<file path="src/rtl/traffic_light_monitor.sv">
// ============================================================================
// Module      : traffic_light_monitor
// Description : Passive checker for a four-head, two-direction traffic light
//               controller. Registers the twelve lamps, decodes a phase and
//               checks lamp legality, direction conflicts, phase order and
//               phase durations. Reports sticky fault flags and a saturating
//               error count. Duration checks are built only when the macro
//               TLM_DUR_CHECK_EN is defined.
// Revision    : 1.0 - initial release
// ============================================================================
`default_nettype none

module traffic_light_monitor #(
    parameter int T_GA = 8,
    parameter int T_AY = 3,
    parameter int T_GB = 6,
    parameter int T_BY = 3
) (
    input  logic       clk,
    input  logic       reset,
    input  logic       clr,
    input  logic       r1, r2, r3, r4,
    input  logic       y1, y2, y3, y4,
    input  logic       g1, g2, g3, g4,
    output logic [1:0] phase,
    output logic       phase_valid,
    output logic       synced,
    output logic [3:0] dwell,
    output logic       lamp_err,
    output logic       conflict_err,
    output logic       seq_err,
    output logic       dur_err,
    output logic       fault,
    output logic [7:0] err_count
);

`ifdef TLM_DUR_CHECK_EN
    localparam logic c_dur_en = 1'b1;
`else
    localparam logic c_dur_en = 1'b0;
`endif

    typedef enum logic [1:0] {
        PH_A_GREEN  = 2'd0,
        PH_A_YELLOW = 2'd1,
        PH_B_GREEN  = 2'd2,
        PH_B_YELLOW = 2'd3
    } phase_t;

    // Per-head lamp codes, ordered {red, yellow, green}
    localparam logic [2:0] c_red = 3'b100;
    localparam logic [2:0] c_yel = 3'b010;
    localparam logic [2:0] c_grn = 3'b001;

    logic [11:0] r_samp;
    logic        r_samp_vld;
    phase_t      r_phase;
    logic        r_pv, r_sync, r_seen;
    logic [3:0]  r_dwell;
    logic        r_lamp, r_conf, r_seq, r_dur;
    logic [7:0]  r_cnt;

    logic [2:0]  w_h1, w_h2, w_h3, w_h4;
    logic        w_lamp_bad, w_conf_bad, w_valid;
    phase_t      w_ph;
    logic [4:0]  w_t_cur;
    phase_t      w_nphase;
    logic [3:0]  w_ndwell;
    logic        w_nsync, w_nseen;
    logic        w_lamp_evt, w_conf_evt, w_seq_evt, w_dur_evt, w_any_evt;

    function automatic logic onehot3(input logic [2:0] h);
        return (h == c_red) || (h == c_yel) || (h == c_grn);
    endfunction

    function automatic logic [4:0] t_of(input phase_t p);
        case (p)
            PH_A_GREEN:  return T_GA[4:0];
            PH_A_YELLOW: return T_AY[4:0];
            PH_B_GREEN:  return T_GB[4:0];
            default:     return T_BY[4:0];
        endcase
    endfunction

    // Stage 1: capture every lamp each cycle; r_samp_vld keeps the reset value of the sample from being judged
    always_ff @(posedge clk or posedge reset) begin
        if (reset) begin
            r_samp     <= '0;
            r_samp_vld <= 1'b0;
        end else begin
            r_samp     <= {r1, y1, g1, r2, y2, g2, r3, y3, g3, r4, y4, g4};
            r_samp_vld <= 1'b1;
        end
    end

    assign w_h1 = r_samp[11:9];
    assign w_h2 = r_samp[8:6];
    assign w_h3 = r_samp[5:3];
    assign w_h4 = r_samp[2:0];

    // Decode the sample into lamp/conflict conditions and a phase; all-red is well formed but names no phase
    always_comb begin
        w_lamp_bad = !(onehot3(w_h1) && onehot3(w_h2) && onehot3(w_h3) && onehot3(w_h4))
                     || (w_h1 != w_h2) || (w_h3 != w_h4);
        w_conf_bad = !(r_samp[11] && r_samp[8]) && !(r_samp[5] && r_samp[2]);
        w_valid    = 1'b0;
        w_ph       = PH_A_GREEN;
        if (!w_lamp_bad) begin
            if (w_h1 == c_red && w_h3 == c_grn) begin
                w_valid = 1'b1;
                w_ph    = PH_B_GREEN;
            end else if (w_h1 == c_red && w_h3 == c_yel) begin
                w_valid = 1'b1;
                w_ph    = PH_B_YELLOW;
            end else if (w_h3 == c_red && w_h1 == c_grn) begin
                w_valid = 1'b1;
                w_ph    = PH_A_GREEN;
            end else if (w_h3 == c_red && w_h1 == c_yel) begin
                w_valid = 1'b1;
                w_ph    = PH_A_YELLOW;
            end
        end
    end

    assign w_t_cur = t_of(r_phase);

    // Phase tracking: dwell counting, sequence and duration checks, event generation
    always_comb begin
        w_nphase   = r_phase;
        w_ndwell   = r_dwell;
        w_nsync    = r_sync;
        w_nseen    = r_seen;
        w_lamp_evt = 1'b0;
        w_conf_evt = 1'b0;
        w_seq_evt  = 1'b0;
        w_dur_evt  = 1'b0;
        if (r_samp_vld) begin
            w_lamp_evt = w_lamp_bad;
            w_conf_evt = w_conf_bad;
            if (!w_valid) begin
                w_nsync  = 1'b0;
                w_ndwell = 4'd0;
            end else if (!r_seen) begin
                // First legal phase after reset may have been joined mid-way: just latch it
                w_nphase = w_ph;
                w_ndwell = 4'd1;
                w_nseen  = 1'b1;
            end else if (w_ph == r_phase) begin
                if (r_dwell != 4'd15) begin
                    w_ndwell = r_dwell + 4'd1;
                end
                // Overlong: dwell is about to step from T to T+1 (fires once per occurrence)
                if (c_dur_en && r_sync && ({1'b0, r_dwell} == w_t_cur) && (r_dwell != 4'd15)) begin
                    w_dur_evt = 1'b1;
                end
            end else begin
                w_nphase = w_ph;
                w_ndwell = 4'd1;
                if (r_sync) begin
                    if (w_ph != phase_t'(r_phase + 2'd1)) begin
                        w_seq_evt = 1'b1;
                        w_nsync   = 1'b0;
                    end else if (c_dur_en && ({1'b0, r_dwell} < w_t_cur)) begin
                        // Too long was already reported while the phase ran; only short remains here
                        w_dur_evt = 1'b1;
                    end
                end else begin
                    w_nsync = 1'b1;
                end
            end
        end
        w_any_evt = w_lamp_evt || w_conf_evt || w_seq_evt || w_dur_evt;
    end

    // Tracking state register
    always_ff @(posedge clk or posedge reset) begin
        if (reset) begin
            r_phase <= PH_A_GREEN;
            r_pv    <= 1'b0;
            r_sync  <= 1'b0;
            r_seen  <= 1'b0;
            r_dwell <= 4'd0;
        end else begin
            r_phase <= w_nphase;
            r_pv    <= r_samp_vld && w_valid;
            r_sync  <= w_nsync;
            r_seen  <= w_nseen;
            r_dwell <= w_ndwell;
        end
    end

    // Sticky flags and saturating error count; a same-cycle event beats clr
    always_ff @(posedge clk or posedge reset) begin
        if (reset) begin
            r_lamp <= 1'b0;
            r_conf <= 1'b0;
            r_seq  <= 1'b0;
            r_dur  <= 1'b0;
            r_cnt  <= 8'd0;
        end else begin
            r_lamp <= w_lamp_evt || (r_lamp && !clr);
            r_conf <= w_conf_evt || (r_conf && !clr);
            r_seq  <= w_seq_evt  || (r_seq  && !clr);
            r_dur  <= w_dur_evt  || (r_dur  && !clr);
            if (w_any_evt) begin
                if (clr) begin
                    r_cnt <= 8'd1;
                end else if (r_cnt != 8'd255) begin
                    r_cnt <= r_cnt + 8'd1;
                end
            end else if (clr) begin
                r_cnt <= 8'd0;
            end
        end
    end

    assign phase        = r_phase;
    assign phase_valid  = r_pv;
    assign synced       = r_sync;
    assign dwell        = r_dwell;
    assign lamp_err     = r_lamp;
    assign conflict_err = r_conf;
    assign seq_err      = r_seq;
    assign dur_err      = r_dur;
    assign fault        = r_lamp || r_conf || r_seq || r_dur;
    assign err_count    = r_cnt;

endmodule

`default_nettype wire
</file>
<file path="config.mk">
export PLATFORM = sky130hd
export DESIGN_NAME = traffic_light_monitor
export DESIGN_NICKNAME = d
export VERILOG_FILES = /design/src/rtl/traffic_light_monitor.sv
export SDC_FILE = /design/constraint.sdc
export NUM_CORES = 1
export LEC_CHECK = 0
export ABC_CLOCK_PERIOD_IN_PS = 6010
export CAP_MARGIN = 20
export CORE_MARGIN = 2
export CORE_UTILIZATION = 37
export CTS_BUF_LIST = sky130_fd_sc_hd__clkbuf_8
export CTS_CLUSTER_SIZE = 12
export DETAILED_ROUTE_END_ITERATION = 8
export GPL_ROUTABILITY_DRIVEN = 0
export GPL_TIMING_DRIVEN = 0
export PLACE_DENSITY = 0.67
export SYNTH_ARGS = -nofsm -noshare
export SYNTH_HDL_FRONTEND = slang
export SYNTH_SLANG_ARGS = --single-unit
</file>
<file path="constraint.sdc">
create_clock -name clk -period 6.01 [get_ports clk]
set_input_delay 1.202 -clock clk [delete_from_list [all_inputs] [get_ports clk]]
set_output_delay 1.202 -clock clk [all_outputs]
set_load 0.02 [all_outputs]
</file>
* Yosys cells after proc, flatten, opt, wreduce, memory -nomap -nowiden
Cells that the tools add are included. W data, S select, Z words.
Word-level totals: register bits 34, output and inout bits 21, latch bits 0, memory bits (read-only) 0, memories kept 0, input port bits 15, bits in writable memories 0, word-level logic and storage cells 114
Operators by class: shift-type cells 0, bitwise gates (word level) 0, multiplexer cells 33, multipliers 0, reduce and logical (&&, ||, !) cells 44, divide/modulo/power cells 0, eq/ne operators 22, $add $sub $neg 3, magnitude comparators 0
Operator list (number):
- $mux W8 | 4
- $mux W1 | 20
- $logic_or A1 B1 Y1 | 18
- $mux W4 | 4
- $logic_and A1 B1 Y1 | 15
- $eq A3 B1 Y1 const B | 4
- $eq A3 B2 Y1 const B | 4
- $eq A3 B3 Y1 const B | 4
- $mux W2 | 5
- $add A8 B1 Y8 const B | 1
- $ne A8 B8 Y1 const B | 1
- $ne A2 B2 Y1 const B | 3
- $ne A3 B3 Y1 | 2
- $reduce_and A2 Y1 | 3
- $reduce_and A3 Y1 | 2
- $add A4 B1 Y4 const B | 1
- $logic_not A1 Y1 | 4
- $ne A4 B3 Y1 const B | 1
- $ne A4 B4 Y1 const B | 1
- $reduce_bool A2 Y1 | 2
- $add A2 B1 Y2 const B | 1
- $eq A2 B2 Y1 | 1
- $ne A2 B2 Y1 | 1

* Longest topological paths before layout
depth in word-level cells 20, depth in mapped cells 9, gate-level depth less buffers 7

* Worst setup path before layout
OpenSTA, ideal clock, no wires.
path type reg-to-reg, start point register r_samp[10], end point register r_cnt[3] (netlist: err_count[3]), arrival time 2.566 ns, buffers on the path 1, stages on the path, launching flop included 9, slack 3.317 ns, library setup time 0.127 ns, clock period less this slack 2.693 ns, data required time 5.883 ns, cell sequence dfrtp_1 buf_6 nor4b_1 o21ai_1 xor2_1 mux2i_4 nand4_4 a2111oi_1 mux2_1
Between the ends: cells in the longest elaborated chain, start to end 20, elaborated cells on any way between the ends 40, those cells by class 6 x eq/ne; 18 x mux; 16 x reduce/logical
Ends and longest elaborated chain:
- start, declared | line 55 | logic [11:0] r_samp;
- start signal, assigned | line 91 | r_samp <= {r1, y1, g1, r2, y2, g2, r3, y3, g3, r4, y4, g4};
- $eq A3 B3 Y1 or $eq A3 B2 Y1 (tied branches)
- $logic_or A1 B1 Y1 (2 in a row) | line 73 | return (h == c_red) || (h == c_yel) || (h == c_grn);
- $logic_and A1 B1 Y1 (3 in a row) | line 103 | w_lamp_bad = !(onehot3(w_h1) && onehot3(w_h2) && onehot3(w_h3) && onehot3(w_h4))
- $logic_not A1 Y1 | line 103
- $logic_or A1 B1 Y1 (2 in a row) | line 104 | || (w_h1 != w_h2) || (w_h3 != w_h4);
- $mux W2 | line 108 | if (!w_lamp_bad) begin
- $ne A2 B2 Y1 | line 160 | if (w_ph != phase_t'(r_phase + 2'd1)) begin
- $mux W1 | line 160
- $mux W1 | line 159 | if (r_sync) begin
- $mux W1 | line 148 | end else if (w_ph == r_phase) begin
- $mux W1 | line 143 | end else if (!r_seen) begin
- $mux W1 | line 140 | if (!w_valid) begin
- $mux W1 | line 137 | if (r_samp_vld) begin
- $logic_or A1 B1 Y1 * | line 172 | w_any_evt = w_lamp_evt || w_conf_evt || w_seq_evt || w_dur_evt;
- $reduce_bool A2 Y1 (no source line)
- $reduce_and A2 Y1 (no source line)
- end signal, assigned | line 209 | r_cnt <= r_cnt + 8'd1;
- end, declared | line 61 | logic [7:0] r_cnt;
Mark *: on every way between the ends. The rest lies on a longest branch, timed or not. A chain may end at the register's enable or synchronous reset.

* Worst setup path after layout
start point register r_samp[9], end point register r_cnt[3] (netlist: err_count[3])
The elaborated chain is that of the path after synthesis.

==> impl_metrics.env <==
export IMPL_worstSetupPathType="reg -> reg"
export IMPL_rows=26
export IMPL_design_area_um2=2510
export IMPL_slew_headroom=0.572
export IMPL_finalWorstSetupSlack_ns=2.99
export IMPL_cts_clk_slew_worst_paths_ns=0.07
export IMPL_routed_wl_um=3980
export IMPL_min_period_over_period=0.502
export IMPL_syn_cell_area_um2=1950
export IMPL_synthCells=190
export IMPL_yosys_top_cells_area="dfrtp_1, nor2_1, mux2_2"
export IMPL_ctsResizeCount=0
export IMPL_setup_violations=0
export IMPL_grt_setup_unrepaired="no"
export IMPL_final_nets=252
export IMPL_cp_endpoint="err_count[3]"
export IMPL_hpwl_um=3080
export IMPL_cts_made_buffers=5
export IMPL_hold_viol_final=0
export IMPL_firstDrtPassIters=5
export IMPL_grt_max_degree=23
export IMPL_ys_async_sr_fraction=1.00
export IMPL_grt_pass1_wl_um=7140
export IMPL_areaGrowthSynthToFinish_pct=28.7
export IMPL_antenna_left=0
export IMPL_maxCapViolCount=0
export IMPL_start_util=0.382
export IMPL_synthMostInstantiatedCell="dfrtp_1"
export IMPL_dieWidth_um=76.6
export IMPL_first_global_vias=1530
export IMPL_clock_skew_ns=0.00208
export IMPL_rrSetupSlack_ns=2.99
export IMPL_power_density_nw_per_um2=190
export IMPL_layout_min_cycle_time_ns=3.02
export IMPL_place_worst_setup_slack_ns=2.99
export IMPL_critPathMaxFanout=9
export IMPL_ys_ff_latch=34
export IMPL_via_per_inst=5.21
export IMPL_synth_top_area_share=0.436
export IMPL_core_area_um2=5110
export IMPL_drc=0
export IMPL_ys_top_cells_by_count="dfrtp_1, nor2_1, inv_1, nand2_1, nor2b_1"
export IMPL_maxSlewViolCount=0
export IMPL_clockRootBuffer="clkbuf_8"
export IMPL_die_area_um2=5870
export IMPL_crit_path_start_kind="register"
export IMPL_multi_input_area_um2=1030
export IMPL_synth_fp_nets=209
export IMPL_overflow=0
export IMPL_die_y_um=76.6
export IMPL_ys_seq_area_frac=0.436
export IMPL_r2r_start="r_samp[9]"
export IMPL_crit_start="r_samp[9]"
export IMPL_ctsHoldBuffers=0
export IMPL_vias=1585
export IMPL_status="completed"
export IMPL_layout_drive_gt1_share=0.137
export IMPL_placed_cell_area_um2=2420
export IMPL_grt_usage=0.151
export IMPL_wl_per_cell_um=13.1
export IMPL_synthFlopType="dfrtp_1"
export IMPL_required_ns=6.18
export IMPL_r2r_end="err_count[3]"
export IMPL_antenna_found_initial=0
export IMPL_yosys_warnings=0
export IMPL_cp_end_kind="register"
export IMPL_cts_sinks=34
export IMPL_htreeDepth=2
export IMPL_n_antenna_cell=0
export IMPL_slowest_delay_ns=0.49
export IMPL_port_buffers=35
export IMPL_nFillCells=481
export IMPL_max_freq_ghz=0.332
export IMPL_cts_setup_buffers=0
export IMPL_io_pins=36
export IMPL_setup_tns_final_ns=0
export IMPL_drt_iter0_drc=149
export IMPL_hold_path_class="reg -> reg"
export IMPL_clk_path_buf_depth=2
export IMPL_worstPathCellList="buf_2, nor4b_1, o21ai_1, xor2_1, mux2i_4, nand4_4, a2111oi_1, mux2_1"
export IMPL_synth_area_per_cell_um2=10.3
export IMPL_p_leak_uw=0.000996
export IMPL_ff2ff_path_depth=8
export IMPL_cts_tree="built"
export IMPL_cp_arrival_ns=3.19
export IMPL_synth_edf_count=0
export IMPL_regArea_um2=851
export IMPL_ir_worst_vdd_v=0.000132
export IMPL_yosys_area_top_type="dfrtp_1"
export IMPL_worstSkewPairLatency_ns=0.29
export IMPL_synthDistinctLibCells=58
export IMPL_cpMaxStageDelayCell="a2111oi_1"
export IMPL_tightest_slew_ns=0.642
-- through the flow --
| stage | util | hold slack [ns] | std cells | power, uW |
|---|---|---|---|---|
| after floorplan | - | 0.501 | 190 | 282 |
| after global placement | 0.468 | 0.492 | 295 | 306 |
| after detailed placement | 0.473 | 0.500 | 296 | 309 |
| after CTS | 0.492 | 0.516 | 304 | 488 |
| after global routing | 0.492 | 0.523 | 304 | 503 |
| final | 0.492 | 0.510 | 304 | 478 |
-- layout make-up --
cell class	count	area share
Buffer	6	0.0135
Clock inverter	2	0.00498
Timing Repair Buffer	36	0.150
Multi-Input combinational cell	140	0.410
Clock buffer	6	0.0329
Tap cell	70	0.0349
Inverter	10	0.0149
Sequential cell	34	0.339
-- worst min path at each step --
stage | start | slack, ns | cells past startpoint | endpoint
floorplan | r_seen | 0.50 | 1 | r_seen
global placement | seq_err | 0.49 | 1 | seq_err
detailed placement | seq_err | 0.50 | 1 | seq_err
CTS | seq_err | 0.52 | 1 | seq_err
global route | seq_err | 0.52 | 1 | seq_err
finish | seq_err | 0.51 | 1 | seq_err
-- cells in the final DEF, fill, tap and decap left out, drive strengths merged, types with 2 or more instances in the layout --
cell           instances
nand4                  7
o221ai                 2
nand2                  9
nor3                   4
buf                    5
a211oi                 5
ha                     4
or4bb                  2
nor2b                  8
nand3                  4
nand4bb                2
a31oi                  2
nor2                  22
clkbuf                 8
xor2                   4
o211ai                 3
inv                   10
o22ai                  4
and2                   2
a21oi                  7
dfrtp                 34
nand2b                 2
mux2                   8
o21ai                  8
clkdlybuf4s50         35
and4                   2
a22o                   2
a2111oi                3
or2                    3
o31a                   2
nor4b                  2
-- metal layers --
layer	vias to the layer above	track usage	share of wire
met5	-	0	0
met4	0	0.0709	0.020
met1	749	0.211	0.50
met2	32	0.223	0.44
met3	6	0.0332	0.034
li1	798	-	-
-- critical path, delay by kind of cell (launching register included) --
family	cells	cell delay, ns
muxes	2	0.72
xor gates and xnor gates	1	0.44
DFF	1	0.36
buffers and inverters	1	0.17
and+or+nand+nor	2	0.52
AOI/OAI and AO/OA	2	0.71
-- report_power, final --
group / leakage, uW / switching (uW) / internal, uW
clock: 0.0000472 / 81.9 / 91.9
combinational: 0.000514 / 30.6 / 29.5
sequential: 0.000435 / 7.93 / 236
-- sequential cells by signal, summed over array words and instances (netlist names), 2 cells and up --
signal / cells
phase: 2
r_samp: 12
err_count: 8
dwell: 4
-- cell families after synthesis --
| group | Yosys count | synth area share |
|---|---|---|
| xor gates and xnor gates | 5 | 0.0224 |
| other | 1 | 0.00192 |
| AOI/OAI and AO/OA | 46 | 0.185 |
| buffers and inverters | 16 | 0.0366 |
| DFF | 34 | 0.436 |
| and+or+nand+nor | 75 | 0.234 |
| muxes | 9 | 0.0577 |
| adders and majority gates | 4 | 0.0257 |
(Power assumes the default switching activity.)
